### config.mk
export PLATFORM = sky130hd
export DESIGN_NAME = noc_control_module_pkt_rx_flat
export DESIGN_NICKNAME = d
export VERILOG_FILES = /design/src/rtl/noc_control_module_pkt_rx_if.sv /design/src/rtl/noc_control_module_pkt_rx.sv /design/src/flat_wrapper.sv
export SDC_FILE = /design/constraint.sdc
export NUM_CORES = 1
export LEC_CHECK = 0
export ABC_AREA = 1
export BUFFER_PORTS_ARGS = -buffer_cell sky130_fd_sc_hd__buf_2
export CAP_MARGIN = 30
export CORE_UTILIZATION = 60
export DETAILED_ROUTE_END_ITERATION = 6
export PLACE_DENSITY = 0.85
export SLEW_MARGIN = 25
export SYNTH_ARGS = -nofsm -noshare
export SYNTH_HDL_FRONTEND = slang
export SYNTH_SLANG_ARGS = --single-unit
### constraint.sdc
create_clock -name clk -period 5.08 [get_ports clk]
set_input_delay 0.254 -clock clk [delete_from_list [all_inputs] [get_ports clk]]
set_output_delay 0.254 -clock clk [all_outputs]
set_load 0.05 [all_outputs]
### src/rtl/noc_control_module_pkt_rx_if.sv
`default_nettype none
// +----------------------------------------------------------------------+
// | noc_control_module_pkt_rx_if                                         |
// | DII flit input, fault-injection command output and status counters.  |
// | Revision: 1.0                                                        |
// +----------------------------------------------------------------------+
interface noc_control_module_pkt_rx_if;
  logic        debug_in_valid;
  logic        debug_in_last;
  logic [15:0] debug_in_data;
  logic        debug_in_ready;
  logic        fi_valid;
  logic        fi_last;
  logic [15:0] fi_data;
  logic [15:0] cnt_ok;
  logic [15:0] cnt_err;

  // slave: the packet receiver; master: the debug ring / FI stage side
  modport slave (
    input  debug_in_valid, debug_in_last, debug_in_data,
    output debug_in_ready, fi_valid, fi_last, fi_data, cnt_ok, cnt_err
  );
  modport master (
    output debug_in_valid, debug_in_last, debug_in_data,
    input  debug_in_ready, fi_valid, fi_last, fi_data, cnt_ok, cnt_err
  );
endinterface
`default_nettype wire

### src/rtl/noc_control_module_pkt_rx.sv
`default_nettype none
// +----------------------------------------------------------------------+
// | noc_control_module_pkt_rx                                            |
// | Parses DII packets and forwards well-formed fault-injection commands. |
// | Revision: 1.0                                                        |
// +----------------------------------------------------------------------+
module noc_control_module_pkt_rx #(
  parameter int         X           = 3,
  parameter int         Y           = 3,
  parameter logic [3:0] FI_TYPE_SUB = 4'hA
) (
  input  logic                        clk,
  input  logic                        rst,
  noc_control_module_pkt_rx_if.slave  bus
);

  localparam int NODES = X * Y;

  localparam logic [2:0] C_HDR_DEST  = 3'd0;
  localparam logic [2:0] C_HDR_SRC   = 3'd1;
  localparam logic [2:0] C_HDR_FLAGS = 3'd2;
  localparam logic [2:0] C_PAYLOAD   = 3'd3;
  localparam logic [2:0] C_DISCARD   = 3'd4;

  logic [2:0]  r_state;
  logic [2:0]  w_next;
  logic [1:0]  r_pcnt;
  logic [15:0] r_word;
  logic        r_fi_valid;
  logic [15:0] r_fi_data;
  logic [15:0] r_cnt_ok;
  logic [15:0] r_cnt_err;

  logic        w_xfer;
  logic        w_is_fi;
  logic [15:0] w_word;
  logic        w_node_ok;
  logic        w_emit;
  logic        w_err;

  assign w_xfer  = bus.debug_in_valid && !rst;
  assign w_is_fi = (bus.debug_in_data[15:14] == 2'b10) &&
                   (bus.debug_in_data[13:10] == FI_TYPE_SUB);

  // The first payload word is the command; with no earlier capture it is the current flit
  assign w_word    = (r_pcnt == 2'd0) ? bus.debug_in_data : r_word;
  assign w_node_ok = (int'({24'd0, w_word[15:8]}) < NODES);

  always_ff @(posedge clk) begin
    if (rst) r_state <= C_HDR_DEST;
    else     r_state <= w_next;
  end

  always_comb begin
    w_next = r_state;
    if (w_xfer) begin
      case (r_state)
        C_HDR_DEST:  w_next = bus.debug_in_last ? C_HDR_DEST : C_HDR_SRC;
        C_HDR_SRC:   w_next = bus.debug_in_last ? C_HDR_DEST : C_HDR_FLAGS;
        C_HDR_FLAGS: begin
          if (bus.debug_in_last) w_next = C_HDR_DEST;
          else if (w_is_fi)      w_next = C_PAYLOAD;
          else                   w_next = C_DISCARD;
        end
        C_PAYLOAD,
        C_DISCARD:   w_next = bus.debug_in_last ? C_HDR_DEST : r_state;
        default:     w_next = C_HDR_DEST;
      endcase
    end
  end

  always_comb begin
    w_emit = 1'b0;
    w_err  = 1'b0;
    if (w_xfer && (r_state == C_PAYLOAD) && bus.debug_in_last) begin
      if ((r_pcnt == 2'd0) && w_node_ok) w_emit = 1'b1;
      else                               w_err  = 1'b1;
    end
  end

  always_ff @(posedge clk) begin
    if (rst) begin
      r_pcnt     <= 2'd0;
      r_word     <= 16'd0;
      r_fi_valid <= 1'b0;
      r_fi_data  <= 16'd0;
      r_cnt_ok   <= 16'd0;
      r_cnt_err  <= 16'd0;
    end else begin
      r_fi_valid <= w_emit;
      if (w_emit) r_fi_data <= w_word;
      if (w_emit && (r_cnt_ok != 16'hFFFF))  r_cnt_ok  <= r_cnt_ok + 16'd1;
      if (w_err  && (r_cnt_err != 16'hFFFF)) r_cnt_err <= r_cnt_err + 16'd1;
      if (w_xfer) begin
        if (r_state == C_HDR_FLAGS) begin
          r_pcnt <= 2'd0;
        end else if (r_state == C_PAYLOAD) begin
          if (r_pcnt == 2'd0) r_word <= bus.debug_in_data;
          if (r_pcnt != 2'd2) r_pcnt <= r_pcnt + 2'd1;
        end
      end
    end
  end

  // Outputs are masked while rst is high so a pulse already registered never escapes
  assign bus.debug_in_ready = !rst;
  assign bus.fi_valid       = r_fi_valid && !rst;
  assign bus.fi_last        = r_fi_valid && !rst;
  assign bus.fi_data        = rst ? 16'd0 : r_fi_data;
  assign bus.cnt_ok         = r_cnt_ok;
  assign bus.cnt_err        = r_cnt_err;

endmodule
`default_nettype wire

### src/flat_wrapper.sv
// flat-port wrapper written by rule: the top's interface ports become plain ports
module noc_control_module_pkt_rx_flat 
#(
  parameter int         X           = 3,
  parameter int         Y           = 3,
  parameter logic [3:0] FI_TYPE_SUB = 4'hA
)
  (clk, rst, bus_debug_in_valid, bus_debug_in_last, bus_debug_in_data, bus_debug_in_ready, bus_fi_valid, bus_fi_last, bus_fi_data, bus_cnt_ok, bus_cnt_err);
  noc_control_module_pkt_rx_if bus_i ();
  input  logic clk;
  input  logic rst;
  input wire logic [$bits(bus_i.debug_in_valid)-1:0] bus_debug_in_valid;
  input wire logic [$bits(bus_i.debug_in_last)-1:0] bus_debug_in_last;
  input wire logic [$bits(bus_i.debug_in_data)-1:0] bus_debug_in_data;
  output wire logic [$bits(bus_i.debug_in_ready)-1:0] bus_debug_in_ready;
  output wire logic [$bits(bus_i.fi_valid)-1:0] bus_fi_valid;
  output wire logic [$bits(bus_i.fi_last)-1:0] bus_fi_last;
  output wire logic [$bits(bus_i.fi_data)-1:0] bus_fi_data;
  output wire logic [$bits(bus_i.cnt_ok)-1:0] bus_cnt_ok;
  output wire logic [$bits(bus_i.cnt_err)-1:0] bus_cnt_err;
  assign bus_i.debug_in_valid = bus_debug_in_valid;
  assign bus_i.debug_in_last = bus_debug_in_last;
  assign bus_i.debug_in_data = bus_debug_in_data;
  assign bus_debug_in_ready = bus_i.debug_in_ready;
  assign bus_fi_valid = bus_i.fi_valid;
  assign bus_fi_last = bus_i.fi_last;
  assign bus_fi_data = bus_i.fi_data;
  assign bus_cnt_ok = bus_i.cnt_ok;
  assign bus_cnt_err = bus_i.cnt_err;
  noc_control_module_pkt_rx #(.X(X), .Y(Y), .FI_TYPE_SUB(FI_TYPE_SUB)) u_core (.clk(clk), .rst(rst), .bus(bus_i));
endmodule
### After elaboration in Yosys (flattened, before gate mapping)

Index checks and enable logic that the tools add are counted.

* equality and inequality tests: 10
* $add $sub $neg: 3
* bitwise gates (word level): 1
* order comparisons: 1
* muxes and demuxes: 15
* reductions and logical operators: 17

Operators by type and width (number)
* $add 16x1->16 const B: 2
* $mux 16: 2
* $ne 16x16->1 const B: 2
* $pmux 3 s4: 1
* $mux 3: 3
* $logic_and 1x1->1: 8
* $lt 8x4->1 const B: 1
* $mux 2: 4
* $eq 3x2->1 const B: 2
* $reduce_and 3->1: 2
* $mux 1: 5
* $eq 4x4->1 const B: 1
* $ne 2x2->1 const B: 2
* $reduce_bool 2->1: 2
* $eq 3x1->1 const B: 1
* $eq 3x3->1 const B: 1
* $logic_not 3->1: 1
* $add 2x1->2 const B: 1
* $eq 2x2->1 const B: 1
* $logic_not 2->1: 1
* $reduce_and 2->1: 1
* $reduce_or 2->1: 1
* $logic_not 1->1: 1
* $not 1->1: 1

* logic and storage cells: 54
* output and inout port bits: 51
* register bits after elaboration: 70
* bits of input ports: 20

### Logic depth before layout (Yosys ltp)

Gate-level depths: netlist (run 1).

* depth after elaboration: 7
* mapped depth: 13
* gate-level depth less buffers: 12

### Worst setup path after synthesis (run 1)

Ideal clock, no wire load.

* path kind: in2out
* start: input rst
* end: output bus_fi_valid
* data arrival time: 1.791 ns
* buffers on the path: 4
* cell stages on the path: 5
* setup slack: 3.035 ns
* required time: 4.826 ns
* path through: buf_6 -> clkbuf_1 -> clkbuf_1 -> nor2_1 -> buf_4

* word-level cells in the longest chain between the ends: 2

RTL lines
* start, declared: line flat_wrapper.sv:11 `input logic rst;`
* $logic_not 1->1
* $logic_and 1x1->1
* end, declared: line flat_wrapper.sv:16 `output wire logic [$bits(bus_i.fi_valid)-1:0] bus_fi_valid;`

No other way between the ends.

### Worst setup path after layout (run 1)

* start: register u_core.r_pcnt[0]
* end: register u_core.r_cnt_ok[5], in the netlist u_core.bus.cnt_ok[5]

* word-level cells in the longest chain between the ends: 7

RTL lines
* start, declared: line noc_control_module_pkt_rx.sv:27 `logic [1:0] r_pcnt;`
* start signal, assigned: line noc_control_module_pkt_rx.sv:99 `if (r_pcnt != 2'd2) r_pcnt <= r_pcnt + 2'd1;`
* $logic_not 2->1 (*): line noc_control_module_pkt_rx.sv:46, noc_control_module_pkt_rx.sv:76
* $mux 16
* $lt 8x4->1: line noc_control_module_pkt_rx.sv:47 `assign w_node_ok = (int'({24'd0, w_word[15:8]}) < NODES);`
* $logic_and 1x1->1 (*): line noc_control_module_pkt_rx.sv:76 `if ((r_pcnt == 2'd0) && w_node_ok) w_emit = 1'b1;`
* $mux 1 (*): line noc_control_module_pkt_rx.sv:76
* $mux 1 (*): line noc_control_module_pkt_rx.sv:75 `if (w_xfer && (r_state == C_PAYLOAD) && bus.debug_in_last) begin`
* $logic_and 1x1->1 (*): line noc_control_module_pkt_rx.sv:92 `if (w_emit && (r_cnt_ok != 16'hFFFF)) r_cnt_ok <= r_cnt_ok + 16'd1;`
* end signal, assigned: line noc_control_module_pkt_rx.sv:92
* end, declared: line noc_control_module_pkt_rx.sv:31 `logic [15:0] r_cnt_ok;`

Mark *: on every way between the ends. The rest lies on a longest branch, timed or not.
A chain may end at the register's enable or synchronous reset.

==> results summary, run 1 <==
The run finished with clean final reports. The min-delay analysis places its worst path in the category input pin to flop. Setup total negative slack on the finished layout was measured at 0 ns.

Input and output buffers added on the ports amount to 70. The wire length reported by the detailed router came out at 8.185 mm. The clock arrives with 0.01219 ns of skew.

The time the worst path needs with I/O delays and setup is 2.592 ns. The total design power came out at 1.111 mW. The clock-pin transition on the worst setup and hold timing paths came out at 0.07 ns. The number of antenna violations at the first check in global routing is 0.

The maximum clock insertion buffer count came out at 2. The repair_antennas step left the layout with diodes totalling 0. In this run the number of H-tree levels came out at 3.

For this run, the detailed router's first-pass iteration total came to 4. The global-route congestion overflow total is 0. Tracing the worst setup path back leads to its startpoint at u_core.r_pcnt[0]. The core occupancy in the finished layout is 71.91%. The overall via count from detail_route came out at 3,643.

The most numerous cell type found on the critical path is sky130_fd_sc_hd__nand2_1. The count of nets left with antenna violations once routing finished came out at 0. After layout, the worst path uses 51.02% of the clock period.

The number of synthesis warnings came out at 0. The count of boundary I/O pins is 71. The post-synthesis cell type count came out at 32.

The overall die height came out at 81.28 um. The first-pass GRT wire length is 13.78 mm. The post-layout net count is 642. The final count of negative-setup-slack endpoints is 0. Power spread over the standard cell area amounts to 257.8 nW/um2. For this run, the leading register cell type out of synthesis is sky130_fd_sc_hd__dfxtp_1. The sequential-to-total area share from yosys stat came out at 36.10%. The maximum clock frequency is 385.8 MHz.

TritonCTS built the clock tree. The headroom to the max-slew limit came out at 44.94%. The critical path ends at u_core.bus.cnt_ok[5]. In the routed design, unresolved DRC markers number 0. The largest stage delay on the critical path is 0.71 ns.

The gate count after technology mapping is 561. The die is 81.28 um wide. The number of DRC markers in iteration 0 is 213.

The count of cells resized by post-cts repair came out at 0. The maximum VDD drop is 0.1910 mV. The global-route usage over all layers is 26.58%. Along the worst path, the maximum fanout reaches 25. The weighted congestion reported at the end of routability-driven placement came out at 0.8610. The hold buffer count at CTS came out at 0. The static leakage power came out at 1.941 nW. The post-route netlist has 18.46% of its cells at a drive strength greater than 1. The number of flops mapped to enable cells by yosys came out at 0. The synthesized area came out at 3771 um2. In the final routed layout, each cell accounts on average for 11.73 um. The actual transition at the worst max-transition pin is 0.8259 ns. The signal on the critical path passes through inv_1, ha_1, nand2_1, nand2_1, nand3_1, nand2_2, nand3_4, nor2_4, nand2_1, a21oi_1.

The buffers inserted during post-CTS setup optimization is 0. The die area is 6606 um2. At the worst endpoint, the required time is 5.35 ns.

The register-to-register setup slack came out at 2.49 ns. The average instance area after synthesis came out at 6.722 um2. For this design, the slowest cell found on the critical path is sky130_fd_sc_hd__ha_1. The max-capacitance violation count is 0.

In this run, CTS created clock tree buffers numbering 9. After synthesis, the share of flip-flops with an asynchronous set or reset is 0%. Setup repair after global routing left no endpoint under its margin.

The total nets after synthesis is 585. The number of sinks on the clock net came out at 68. The max-slew violation total from the final report came out at 0. The worst register-to-register path ends at u_core.bus.cnt_ok[5]. The initial core utilization came out at 62.95%. The worst flop-to-flop path startpoint is u_core.r_pcnt[0]. The number of standard-cell rows in the floorplan is 28. The worst setup path is captured at a flop. The number of vias per cell after detailed routing is 5.219.

The data arrival time of the critical path is 2.86 ns. The setup path with the least slack is of type flop to flop. The source-to-sink clock delay at the later pin of the worst-skew pair came out at 0.34 ns. The synthesized design contains 68 register bits.

The detailed-placement wirelength estimate came out at 5.701 mm. The tree is rooted in a sky130_fd_sc_hd__clkbuf_8. The worst reg2reg path depth is 10. The startpoint type of the worst setup path is a flop. The count of endpoints failing hold in the final timing report came to 0. The maximum number of pins on one net before global-route repair came out at 61. The area added between synthesis and finish came out at 14.23%. The core region is 5991 um2. The via count of the first global-routing pass came to 3,182.
## power breakdown
part	total, mW	internal (mW)	switching, mW
logic	0.0425	0.0129	0.0296
registers	0.534	0.533	0.000808
clock network	0.534	0.327	0.207
## area by class of cell
class	instances	area [um2]
Multi-Input combinational cell	388	1952
Tap cell	75	93.84
Sequential cell	68	1361
Fill cell	486	1683
Inverter	80	302.8
Clock inverter	6	112.6
Timing Repair Buffer	71	357.8
Clock buffer	10	127.6
## cell usage after synthesis (2+ instances only)
master	count	area, um2
sky130_fd_sc_hd__nand2_1	146	548.0
sky130_fd_sc_hd__inv_1	78	292.8
sky130_fd_sc_hd__dfxtp_1	68	1361
sky130_fd_sc_hd__nor2_1	59	221.5
sky130_fd_sc_hd__o21ai_0	45	225.2
sky130_fd_sc_hd__a21oi_1	41	205.2
sky130_fd_sc_hd__nand4_1	24	150.1
sky130_fd_sc_hd__clkbuf_1	14	52.55
sky130_fd_sc_hd__nand3_1	14	70.07
sky130_fd_sc_hd__xor2_1	11	96.34
sky130_fd_sc_hd__nand2_2	9	56.30
sky130_fd_sc_hd__a21oi_2	7	61.31
sky130_fd_sc_hd__xnor2_1	6	52.55
sky130_fd_sc_hd__buf_6	5	56.30
sky130_fd_sc_hd__nor3_1	5	25.02
sky130_fd_sc_hd__ha_1	4	50.05
sky130_fd_sc_hd__nor2_4	4	45.04
sky130_fd_sc_hd__buf_4	3	22.52
sky130_fd_sc_hd__nand3b_1	3	22.52
sky130_fd_sc_hd__a211oi_1	2	15.01
sky130_fd_sc_hd__nand3_4	2	35.03
## critical path: cells and delay by family (launching register included)
family          cells  cell delay (ns)
buf+inv             1             0.11
fa+ha+maj           1             0.71
simple gates        7             1.23
flops               1             0.30
compound gates      1             0.14
## cells in the final DEF, fill, tap and decap left out, types with 2 or more instances in the layout
master	count
sky130_fd_sc_hd__clkinv_4	2
sky130_fd_sc_hd__nand3b_1	3
sky130_fd_sc_hd__xor2_1	11
sky130_fd_sc_hd__bufinv_16	3
sky130_fd_sc_hd__a21oi_2	7
sky130_fd_sc_hd__nand4_1	24
sky130_fd_sc_hd__xnor2_1	6
sky130_fd_sc_hd__clkbuf_8	9
sky130_fd_sc_hd__ha_1	4
sky130_fd_sc_hd__nand3_4	2
sky130_fd_sc_hd__nand2_2	9
sky130_fd_sc_hd__inv_1	78
sky130_fd_sc_hd__o21ai_0	45
sky130_fd_sc_hd__nor2_4	4
sky130_fd_sc_hd__nor2_1	59
sky130_fd_sc_hd__a211oi_1	2
sky130_fd_sc_hd__nand3_1	14
sky130_fd_sc_hd__nand2_1	146
sky130_fd_sc_hd__a21oi_1	41
sky130_fd_sc_hd__dfxtp_1	68
sky130_fd_sc_hd__nor3_1	5
sky130_fd_sc_hd__buf_2	70
## metrics by stage
step / hold slack [ns] / instances / setup WS (ns) / cell area, um2
2_1_floorplan: 0.4245 / 561 / 3.035 / 3771
3_3_place_gp: 0.4318 / 682 / 2.499 / 4068
3_5_place_dp: 0.4441 / 682 / 2.434 / 4068
4_1_cts: 0.2312 / 698 / 2.491 / 4308
5_1_grt: 0.2418 / 698 / 2.165 / 4308
6_report: 0.2426 / 698 / 2.488 / 4308
## cells by family (layout without fill, tap and decap cells)
logic type | count (synthesis) | in the layout | synth area share [%]
and+or+nand+nor | 270 | 270 | 32.65
buffers and inverters | 105 | 167 | 12.14
AOI/OAI and AO/OA | 97 | 97 | 13.84
DFF | 68 | 68 | 36.10
xor gates and xnor gates | 17 | 17 | 3.948
adders and majority gates | 4 | 4 | 1.327
## how the worst min path moves through the flow
stage                               start                 to  depth (start not counted)
floorplan                u_core.r_word[0]   u_core.r_word[0]                          2
global placement         u_core.r_word[6]   u_core.r_word[6]                          2
detailed placement       u_core.r_word[6]   u_core.r_word[6]                          2
CTS                 bus_debug_in_data[11]  u_core.r_word[11]                          3
global route        bus_debug_in_data[11]  u_core.r_word[11]                          3
finish              bus_debug_in_data[11]  u_core.r_word[11]                          3
## metal layers
metal  track usage, %  part of all wire (%)
met1            31.61                    45
met2            47.50                    50
met3            4.831                   4.0
met4            8.929                   1.2
met5                0                     0
## sequential cells by signal, indices dropped and copies added, names as in the netlist
name	flops
u_core.bus.cnt_ok	16
u_core.r_fi_valid	1
u_core.r_pcnt	2
u_core.r_state	3
u_core.bus.cnt_err	16
u_core.r_word	14
u_core.r_fi_data	16
Note: power is estimated with default switching activity, not from simulation.
==> run 2, diff against run 1 <==
Settings changed: ABC_AREA 1 to 0, CORE_UTILIZATION 60 to 53, PLACE_DENSITY 0.85 to 0.79.
Clock period 5.08 ns to 2.4 ns, I/O delays scaled along.
==> run 2 against run 1 <==
  * Worst setup slack got worse by 2.2 ns
  * Critical path depth fell by 3
  * Clock power rose by 93%
  * Via count fell by 21%
  * Clock-buffer cell count rose by 1
  * Design area fell by 14%
  * Sequential power rose by 110%
  * First-iteration DRC count fell by 37%
  * Die area fell by 6.2%
  * Synthesized area fell by 17%
  * Synthesized cell count fell by 34%
  * Highest routed layer unchanged
==> results summary, run 2 <==
The overall die height is 78.73 um (was 81.28 um). The predominant post-synthesis flop cell is sky130_fd_sc_hd__dfxtp_1 (unchanged). The number of standard-cell rows in the floorplan is 27 (was 28). The startpoint type of the worst setup path is a flop (unchanged). The via count of the first global-routing pass is 2,519 (was 3,182). The count of endpoints failing hold in the final timing report was 0 (unchanged).

The top fanout value on the critical path came out at 9 (was 25). The hold path startpoint is bus_debug_in_data[1] (was bus_debug_in_data[11]). The power spent charging and discharging nets came out at 0.4657 mW (was 0.2376 mW). The number of antenna violations at the first check in global routing was 0 (unchanged). The global-route usage over all layers is 23.48% (was 26.58%). The top cell type's share of synthesized area is 42.34% (was 36.10%). The worst reg2reg path depth came out at 7 (was 10). The CTS tree is yes (unchanged). The maximum clock frequency is 469.4 MHz (was 385.8 MHz). Setup repair after global routing missed its margin: no (unchanged). The clock network fraction of total power came to 46.7% (was 48.1%). The cell with the most instances after synthesis is sky130_fd_sc_hd__dfxtp_1 (was sky130_fd_sc_hd__nand2_1). The static leakage power came out at 1.573 nW (was 1.941 nW). The most common library cell in the layout ignoring fill and taps is sky130_fd_sc_hd__buf_2 (was sky130_fd_sc_hd__nand2_1).

The post-route DRC violation count came to 0 (unchanged). The first-pass GRT wire length came out at 11.39 mm (was 13.78 mm). The overall via count from detail_route is 2,877 (was 3,643). The largest stage delay on the critical path is 0.44 ns (was 0.71 ns). The required time of the critical path is 2.63 ns (was 5.35 ns). The number of inserted filler cells in the final layout is 482 (was 486). The H-tree depth came to 3 (unchanged).

The start-to-end type of the worst setup path is flop to flop (unchanged). The register-to-register setup slack was 0.27 ns (was 2.49 ns). The worst-case clock skew came to 0.004258 ns (was 0.01219 ns).

The share of the clock period used by the worst path after layout came out at 88.76% (was 51.02%). The initial core utilization came out at 55.98% (was 62.95%). The sequential-to-total area share from yosys stat is 42.34% (was 36.10%).

The area added between synthesis and finish came out at 19.21% (was 14.23%). The clock-pin transition on the worst setup and hold timing paths is 0.07 ns (about the same). The count of cells resized by post-cts repair is 0 (unchanged). The core occupancy in the finished layout is 66.73% (was 71.91%).

The count of inserted antenna diode cells came out at 0 (unchanged). The path category of the worst min-delay check is input pin to flop (unchanged). The worst flop-to-flop path startpoint is u_core.r_pcnt[0] (unchanged). The wire length per cell after detailed routing came out at 13.18 um (was 11.73 um). The cell accounting for the most synthesized area is sky130_fd_sc_hd__dfxtp_1 (unchanged). Biggest area contributors in the synthesized netlist: sky130_fd_sc_hd__dfxtp_1, sky130_fd_sc_hd__a21oi_1, sky130_fd_sc_hd__nand2_1, sky130_fd_sc_hd__nor2b_1, sky130_fd_sc_hd__mux2i_1 (was sky130_fd_sc_hd__dfxtp_1, sky130_fd_sc_hd__nand2_1, sky130_fd_sc_hd__inv_1, sky130_fd_sc_hd__o21ai_0, sky130_fd_sc_hd__nor2_1). The source-to-sink clock delay at the later pin of the worst-skew pair was 0.34 ns (about the same). The category of the worst setup path capture point is a flop (unchanged). The number of logic stages on the critical path including buffering came to 7 (was 10).

The kind of cell adding the most delay to the critical path was simple AND/OR/NAND/NOR gates (unchanged). The maximum clock insertion buffer count was 2 (unchanged). The portion of total power attributed to sequential cells came out at 50.1% (was 48.1%). The switching share of power came out at 21.19% (was 21.39%). The hold buffer count at CTS was 0 (unchanged). The number of DRC markers in iteration 0 came out at 134 (was 213).

The portion of total power attributed to combinational logic came out at 3.2% (was 3.8%). Critical path cell sequence: inv_1, ha_1, o311ai_1, and3_2, nor4_4, nand4_1, mux2_1 (was inv_1, ha_1, nand2_1, nand2_1, nand3_1, nand2_2, nand3_4, nor2_4, nand2_1, a21oi_1). Most frequent cells after synthesis: sky130_fd_sc_hd__dfxtp_1, sky130_fd_sc_hd__a21oi_1, sky130_fd_sc_hd__nand2_1 (was sky130_fd_sc_hd__nand2_1, sky130_fd_sc_hd__inv_1, sky130_fd_sc_hd__dfxtp_1). The wire length reported by the detailed router is 6.749 mm (was 8.185 mm). The smallest hold slack was 0.02070 ns (was 0.2426 ns). The master cell of the clock root buffer is sky130_fd_sc_hd__clkbuf_8 (unchanged). The detailed-placement wirelength estimate is 4.759 mm (was 5.701 mm). The number of buffers added on ports came to 70 (unchanged).

The async set-reset flop share out of synthesis was 0% (unchanged). The number of register bits inferred by synthesis is 66 (was 68). The end point of the worst hold path is u_core.r_word[1] (was u_core.r_word[11]). The average instance area after synthesis came out at 8.457 um2 (was 6.722 um2). The core region area was 5574 um2 (was 5991 um2).

The number of synthesis warnings came to 0 (unchanged). The cell depth of the worst hold path came out at 3 (unchanged). The headroom to the max-slew limit was 55.38% (was 44.94%). The number of search-and-repair iterations in the first detailed-routing pass came to 4 (unchanged).

The gate count after technology mapping came out at 369 (was 561). The destination of the worst register-to-register timing path was u_core.bus.cnt_err[13] (was u_core.bus.cnt_ok[5]). The number of buffer and inverter stages on the critical path is 1 (unchanged). Top library cells by usage in the layout, fill and taps aside: sky130_fd_sc_hd__buf_2, sky130_fd_sc_hd__dfxtp_1, sky130_fd_sc_hd__a21oi_1 (was sky130_fd_sc_hd__nand2_1, sky130_fd_sc_hd__inv_1, sky130_fd_sc_hd__buf_2).

The number of vias per cell after detailed routing is 5.619 (was 5.219). The maximum VDD drop is 0.4501 mV (was 0.1910 mV). The buffers inserted during post-CTS setup optimization is 0 (unchanged). The time the worst path needs with I/O delays and setup was 2.130 ns (was 2.592 ns). The count of boundary I/O pins is 71 (unchanged). The total power density per cell area was 590.6 nW/um2 (was 257.8 nW/um2). The synthesized area is 3120 um2 (was 3771 um2). The number of flops mapped to enable cells by yosys came out at 0 (unchanged). The number of sinks on the clock net was 66 (was 68).

The post-layout net count is 459 (was 642). The internal power consumption is 1.731 mW (was 0.8731 mW). The slowest stage cell on the critical path is sky130_fd_sc_hd__nor4_4 (was sky130_fd_sc_hd__ha_1).

The actual transition at the worst max-transition pin was 0.6694 ns (was 0.8259 ns). The die area is 6198 um2 (was 6606 um2). The total nets after synthesis was 393 (was 585). The final count of negative-setup-slack endpoints came out at 0 (unchanged).

The data arrival time of the critical path came out at 2.36 ns (was 2.86 ns). The post-synthesis cell type count came out at 51 (was 32). The max-slew violation total from the final report was 0 (unchanged).

The sum of negative setup slack was 0 ns (unchanged). The layout cell share with drive strength beyond 1 is 22.05% (was 18.46%). The count of antenna-violating nets left after detailed routing is 0 (unchanged). The max-capacitance violation count is 0 (unchanged). The weighted congestion reported at the end of routability-driven placement is 0.8415 (was 0.8610). The number of CTS-inserted buffers came to 9 (unchanged). Run status: finished, final reports clean (unchanged). The overall die width came out at 78.73 um (was 81.28 um). The global-route congestion overflow total came out at 0 (unchanged). The maximum number of pins on one net before global-route repair came out at 69 (was 61).
## run 2: changes by cell type after synthesis, sizes merged, moves of 7 or more
cell   change
nand4     -14
nor2      -34
inv       -72
and3      +10
xor2       -8
o21ai     -33
o31ai      +7
nor2b     +24
or3       +12
nand2    -115
mux2i     +13
## run 2: cell type report
cell class              instances  area [um2]  area share (%)
clock buffers                  11       141.4           3.801
clock inverters                 5       77.57           2.085
flip-flops and latches         66        1321           35.52
well taps                      72       90.09           2.422
repair buffers                 75       387.9           10.43
multi-input cells             275        1672           44.94
inverters                       8       30.03          0.8073
## run 2: logic make-up after synthesis
kind of cell,synth area share [%]
and+or+nand+nor,29.27
AOI/OAI and AO/OA,16.08
DFF,42.34
buffers and inverters,4.410
muxes,4.892
xor gates and xnor gates,1.404
adders and majority gates,1.604
## run 2: metrics by stage
step | std cells | power (mW) | setup WS, ns | cell area, um2
final | 512 | 2.197 | 0.2698 | 3720
after global routing | 512 | 2.279 | 0.09188 | 3720
after CTS | 512 | 2.215 | 0.06257 | 3710
after detailed placement | 496 | 1.196 | 0.09821 | 3491
after global placement | 496 | 1.195 | 0.2236 | 3491
after floorplan | 369 | 1.166 | 0.1880 | 3120
## run 2: power groups by stage
stage / combinational [mW] / clock [mW] / sequential, mW
final: 0.0695 / 1.03 / 1.10
after global routing: 0.0777 / 1.10 / 1.10
after CTS: 0.0695 / 1.04 / 1.10
after detailed placement: 0.0693 / 0 / 1.13
after global placement: 0.0687 / 0 / 1.13
after floorplan: 0.0428 / 0 / 1.12
## run 2: how the worst max path moves through the flow
stage | startpoint | slack, ns | endpoint
floorplan | u_core.bus.cnt_ok[0] | 0.19 | u_core.bus.cnt_ok[1]
global placement | u_core.r_pcnt[0] | 0.22 | u_core.bus.cnt_ok[10]
detailed placement | u_core.r_pcnt[0] | 0.1 | u_core.bus.cnt_ok[10]
CTS | u_core.r_pcnt[0] | 0.06 | u_core.bus.cnt_ok[10]
global route | u_core.r_pcnt[0] | 0.09 | u_core.bus.cnt_err[13]
finish | u_core.r_pcnt[0] | 0.27 | u_core.bus.cnt_err[13]
## run 2: layer usage
| layer | GRT usage (%) | vias up | part of all wire (%) |
|---|---|---|---|
| met5 | 0 | - | 0 |
| met4 | 11.85 | 0 | 2.0 |
| met3 | 4.483 | 10 | 4.3 |
| met2 | 36.43 | 59 | 47 |
| met1 | 31.09 | 1344 | 46 |
| li1 | - | 1464 | - |
## run 2: worst min-delay path: stages
cell and delay [ns]:
sky130_fd_sc_hd__buf_2 0.10, sky130_fd_sc_hd__nand2_1 0.05, sky130_fd_sc_hd__a21oi_1 0.05
